==> src/rtl/imem_loader.sv <==
// Byte-serial writer for the instruction memory: takes 32-bit words over valid/ready
// and writes each one as four little-endian bytes at consecutive addresses.
module imem_loader #(
    parameter int unsigned DEPTH     = 36,
    parameter int unsigned BASE_ADDR = 0,
    parameter int unsigned ADDR_W    = 32,
    parameter int unsigned CNT_W     = 8
) (
    input  logic              clk,
    input  logic              rst,
    input  logic              start,
    input  logic              in_valid,
    output logic              in_ready,
    input  logic [31:0]       in_word,
    input  logic              in_last,
    output logic              mem_we,
    output logic [ADDR_W-1:0] mem_addr,
    output logic [7:0]        mem_wdata,
    output logic              load_done,
    output logic              overflow,
    output logic [CNT_W-1:0]  words_loaded
);

    typedef enum logic [1:0] {
        ST_IDLE   = 2'd0,
        ST_ACCEPT = 2'd1,
        ST_WRITE  = 2'd2,
        ST_DONE   = 2'd3
    } state_t;

    localparam logic [ADDR_W-1:0] BASE = ADDR_W'(BASE_ADDR);

    state_t            state_q;
    logic [1:0]        b_q;
    logic [ADDR_W-1:0] ptr_q;
    logic [31:0]       word_q;
    logic              last_q;
    logic              in_ready_q;
    logic              mem_we_q;
    logic [ADDR_W-1:0] mem_addr_q;
    logic [7:0]        mem_wdata_q;
    logic              load_done_q;
    logic              overflow_q;
    logic [CNT_W-1:0]  words_loaded_q;

    logic              transfer;
    logic              word_fits;
    logic [ADDR_W:0]   ptr_end;
    logic [1:0]        b_d;
    logic [ADDR_W-1:0] byte_addr_d;
    logic [7:0]        byte_data_d;
    logic [CNT_W-1:0]  words_loaded_d;

    assign transfer = in_valid && in_ready_q;

    // The fit check runs one bit wider than the pointer so a word straddling the
    // top of the address space is rejected instead of wrapping into a false pass.
    assign ptr_end   = {1'b0, ptr_q} + (ADDR_W+1)'(4);
    assign word_fits = (ptr_end <= (ADDR_W+1)'(DEPTH));

    // Outputs are registered, so while byte b is on the bus we prepare byte b+1.
    assign b_d         = b_q + 2'd1;
    assign byte_addr_d = ptr_q + ADDR_W'(b_d);
    assign byte_data_d = word_q[8*b_d +: 8];

    assign words_loaded_d = (&words_loaded_q) ? words_loaded_q : words_loaded_q + CNT_W'(1);

    // NOTE: all state lives in one clocked block using non-blocking assignments, so
    // every register sees the pre-edge values of the others regardless of order.
    always_ff @(posedge clk or posedge rst) begin
        if (rst) begin
            // NOTE: the latched word is reset along with the control state; it is a
            // handful of flops, not a memory array, so the reset costs nothing real.
            state_q        <= ST_IDLE;
            b_q            <= 2'd0;
            ptr_q          <= BASE;
            word_q         <= 32'd0;
            last_q         <= 1'b0;
            in_ready_q     <= 1'b0;
            mem_we_q       <= 1'b0;
            mem_addr_q     <= '0;
            mem_wdata_q    <= 8'd0;
            load_done_q    <= 1'b0;
            overflow_q     <= 1'b0;
            words_loaded_q <= '0;
        end else if (start && (state_q == ST_IDLE || state_q == ST_DONE)) begin
            state_q        <= ST_ACCEPT;
            ptr_q          <= BASE;
            words_loaded_q <= '0;
            overflow_q     <= 1'b0;
            load_done_q    <= 1'b0;
            in_ready_q     <= 1'b1;
            mem_we_q       <= 1'b0;
        end else begin
            case (state_q)
                ST_ACCEPT: begin
                    if (transfer) begin
                        word_q     <= in_word;
                        last_q     <= in_last;
                        in_ready_q <= 1'b0;
                        if (!word_fits) begin
                            overflow_q  <= 1'b1;
                            load_done_q <= 1'b1;
                            state_q     <= ST_DONE;
                        end else begin
                            b_q         <= 2'd0;
                            mem_we_q    <= 1'b1;
                            mem_addr_q  <= ptr_q;
                            mem_wdata_q <= in_word[7:0];
                            state_q     <= ST_WRITE;
                        end
                    end
                end
                ST_WRITE: begin
                    if (b_q == 2'd3) begin
                        mem_we_q       <= 1'b0;
                        ptr_q          <= ptr_q + ADDR_W'(4);
                        words_loaded_q <= words_loaded_d;
                        if (last_q) begin
                            load_done_q <= 1'b1;
                            state_q     <= ST_DONE;
                        end else begin
                            in_ready_q <= 1'b1;
                            state_q    <= ST_ACCEPT;
                        end
                    end else begin
                        b_q         <= b_d;
                        mem_addr_q  <= byte_addr_d;
                        mem_wdata_q <= byte_data_d;
                    end
                end
                default: begin
                    // IDLE and DONE simply hold until a start pulse
                    in_ready_q <= 1'b0;
                    mem_we_q   <= 1'b0;
                end
            endcase
        end
    end

    assign in_ready     = in_ready_q;
    assign mem_we       = mem_we_q;
    assign mem_addr     = mem_addr_q;
    assign mem_wdata    = mem_wdata_q;
    assign load_done    = load_done_q;
    assign overflow     = overflow_q;
    assign words_loaded = words_loaded_q;

endmodule

==> config.mk <==
export PLATFORM = sky130hd
export DESIGN_NAME = imem_loader
export DESIGN_NICKNAME = d
export VERILOG_FILES = /design/src/rtl/imem_loader.sv
export SDC_FILE = /design/constraint.sdc
export NUM_CORES = 1
export LEC_CHECK = 0
export ABC_CLOCK_PERIOD_IN_PS = 5500
export CORE_ASPECT_RATIO = 1.5
export CORE_MARGIN = 1.5
export CORE_UTILIZATION = 40
export DETAILED_ROUTE_END_ITERATION = 6
export SYNTH_ARGS = -nofsm -noshare
export SYNTH_HDL_FRONTEND = slang
export SYNTH_SLANG_ARGS = --single-unit
==> constraint.sdc <==
create_clock -name clk -period 5.5 [get_ports clk]
set_input_delay 1.65 -clock clk [delete_from_list [all_inputs] [get_ports clk]]
set_output_delay 1.65 -clock clk [all_outputs]
set_load 0.01 [all_outputs]
==> results by group <==
Status
  • Status: finished, final reports clean

Clock tree
  • Cts repair resizes: 0
  • Hold Buf Count CTS: 0
  • CTS tree: yes
  • CTS sink count: 119
  • CTS H-Tree Depth: 4
  • Register clock-pin slew on the reported worst setup and hold paths: 0.06 ns
  • Clock latency on the worst-skew pair: 0.41 ns
  • Total CTS buffers: 17
  • Root Buffer: clkbuf_16
  • Clock Tree Buf Depth: 2
  • Setup bufs post-CTS: 0

Timing
  • Tcrit/Tclk final: 70.6%
  • RSZ-0062 raised after global routing: false
  • Count of final setup violators: 0
  • Final Critical Period: 3.88 ns
  • Max-slew headroom: 41.4%
  • Final setup TNS: 0 ns
  • Endpoints failing hold: 0
  • Setup Skew: 0.00623 ns
  • Worst Max-Slew Pin Slew: 0.879 ns
  • Final Max Tran Viols: 0
  • Setup slack after layout: 1.62 ns
  • Maximum clock frequency: 257 MHz

Global routing
  • First-pass GRT wire length: 22.8 mm
  • Largest net degree at the start of global routing: 72
  • Gr ovfl total: 0
  • Number of global-route vias before repair: 4,529
  • Antenna violations before repair: 0
  • Global-route usage over all layers: 17.5%

Power
  • Peak VDD IR: 0.000177 V
  • Leakage: 3.40 nW
  • PwrDens: 255 nW/µm²

Setup path
  • Max stage delay cell, worst path: dfrtp_1
  • CP Data Required Time: 5.79 ns
  • Critical path start-end classification: reg -> reg
  • Worst Path Max Fanout: 22
  • Crit end category: flop
  • Crit path largest cell delay: 0.50 ns
  • Crit path cell chain: ha_1 -> and4_1 -> nand4_4 -> nor4_1 -> mux2i_1 -> a2111oi_4 -> nand4_2 -> a211oi_4 -> buf_4 -> mux2_4
  • Worst Setup Start Kind: flop
  • Critical path's top delay family: simple AND/OR/NAND/NOR gates
  • Buf+Inv Stages, Crit Path: 1
  • CP Data Arrival Time: 4.18 ns

Synthesis
  • Seq/Total Area, Yosys: 47.2%
  • Ys flop type: dfrtp_1
  • Number of synthesized flops with an enable pin: 0
  • Syn Area/Cell: 11.4 µm²
  • Fraction of registers with async set or reset after synthesis: 100%
  • Post-Synthesis Cells: 552
  • Cell variety after synth: 48
  • Syn. warnings: 0
  • Synthesized cell area: 6310 µm²
  • Register bit total from synthesis: 119
  • Synth Net Count: 596

Routing
  • Post-route ant nets: 0
  • Post-route DRC: 0
  • Via density: 5.25
  • Routed WL per cell: 16.4 µm
  • Routed wire length: 13.8 mm
  • DR pass1 iterations: 4
  • Number of DRC markers in iteration 0: 181
  • Via count: 4,407

Layout
  • Antenna Cells: 0
  • P&R area growth vs syn: 24.5%
  • Most frequent cells in the layout: dfrtp_1, clkdlybuf4s50_1, nor2_1
  • Fraction of layout cells with a size suffix above 1: 21.2%
  • Most common cell after layout, fill and taps aside: dfrtp_1
  • Nets: 668

Floorplanning
  • Die X: 106 µm
  • Chip height: 157 µm
  • Initial cell density of the core: 40.6%
  • # IOs: 89
  • Core area: 15,600 µm²
  • DIE AREA: 16,600 µm²
  • # rows: 56

Placement
  • Routability Congestion: 0.853
  • HPWL after DPL: 9.77 mm
  • Port buffer count: 88
  • Dpl ws: 1.62 ns

Flow run
  • Max_cap viols: 0

Worst hold path
  • Hold Path Class: reg -> reg
## cell usage after synthesis, types with 2 or more instances
cell type / count / area share [%]
mux2_2: 43 / 7.7
nor3_1: 13 / 1.0
mux2_4: 38 / 9.0
xor2_1: 29 / 4.0
nor4_1: 2 / 0.20
ha_1: 7 / 1.4
a211oi_1: 3 / 0.36
a31o_2: 2 / 0.28
nand3_1: 19 / 1.5
nand2_1: 33 / 2.0
mux4_2: 8 / 2.9
and3_1: 11 / 1.1
and2_1: 4 / 0.40
and4_1: 4 / 0.55
nand4_1: 13 / 1.3
mux2i_1: 5 / 0.79
o21ai_0: 17 / 1.3
nor2b_1: 4 / 0.40
o211ai_1: 2 / 0.24
nand2b_1: 3 / 0.30
clkbuf_1: 23 / 1.4
o2111ai_1: 2 / 0.28
buf_6: 8 / 1.4
inv_1: 12 / 0.71
nor2_1: 48 / 2.9
a21oi_1: 15 / 1.2
a21o_1: 2 / 0.24
or3_1: 12 / 1.2
a31oi_1: 6 / 0.59
buf_2: 9 / 0.71
xnor2_1: 20 / 2.8
dfrtp_1: 119 / 47
## state kept, by name (all words and copies together) (netlist names)
name / count
last_q: 1
in_ready: 1
ptr_q: 30
word_q: 32
words_loaded: 8
mem_we: 1
state_q: 2
overflow: 1
b_q: 2
mem_wdata: 8
load_done: 1
mem_addr: 32
## routing by layer
layer  share of wire (%)  track usage, %  vias to the layer above
li1                    -               -                     2080
met1                  40            19.7                     2178
met2                  53            31.8                      132
met3                 5.9            5.04                       17
met4                 1.4            5.79                        0
met5                   0               0                        -
## power by group
group,internal [mW],switching [mW]
Clock,0.630,0.434
Combinational,0.0351,0.0264
Sequential,0.879,0.00217
Total,1.54,0.462
## per-stage QoR
stage,total power [mW],hold slack (ns),util [%],cell area [µm²],std cells
2_1_floorplan,0.918,0.475,-,6310,552
3_3_place_gp,0.959,0.487,46.8,7280,808
3_5_place_dp,0.960,0.495,46.8,7280,808
4_1_cts,2.03,0.509,50.5,7860,840
5_1_grt,2.08,0.518,50.5,7860,840
6_report,2.01,0.504,50.5,7860,840
## final timing paths
path / startpoint / endpoint / slack, ns / cells past startpoint
hold / removal: word_q[19]$_DFFE_PP0P_ / word_q[19]$_DFFE_PP0P_ / 0.50 / 1
min in group asynchronous: rst / mem_addr[2]$_DFFE_PP0P_ / 1.77 / 2
hold reg to reg: word_q[19]$_DFFE_PP0P_ / word_q[19]$_DFFE_PP0P_ / 0.50 / 1
setup / recovery: ptr_q[2]$_DFFE_PP0P_ / mem_addr[11]$_DFFE_PP0P_ / 1.62 / 10
max in group asynchronous: rst / words_loaded[2]$_DFFE_PP0P_ / 2.96 / 3
setup reg to reg: ptr_q[2]$_DFFE_PP0P_ / mem_addr[11]$_DFFE_PP0P_ / 1.62 / 10
## cell type report
| cell class | count | area (µm²) |
|---|---|---|
| Sequential cell | 119 | 2980 |
| Fill cell | 1422 | 7700 |
| Tap cell | 203 | 254 |
| Multi-Input combinational cell | 380 | 3070 |
| Inverter | 12 | 47.5 |
| Clock inverter | 15 | 146 |
| Timing Repair Buffer | 94 | 938 |
| Clock buffer | 17 | 425 |
## kinds of logic after synthesis
group | Yosys count | synth area share, %
AOI/OAI and AO/OA | 57 | 6.05
adders and majority gates | 7 | 1.39
and+or+nand+nor | 172 | 13.9
xor gates and xnor gates | 49 | 6.80
muxes | 94 | 20.4
DFF | 119 | 47.2
buffers and inverters | 53 | 4.28
other | 1 | 0.0594
Power figures use the tool's default switching activity.
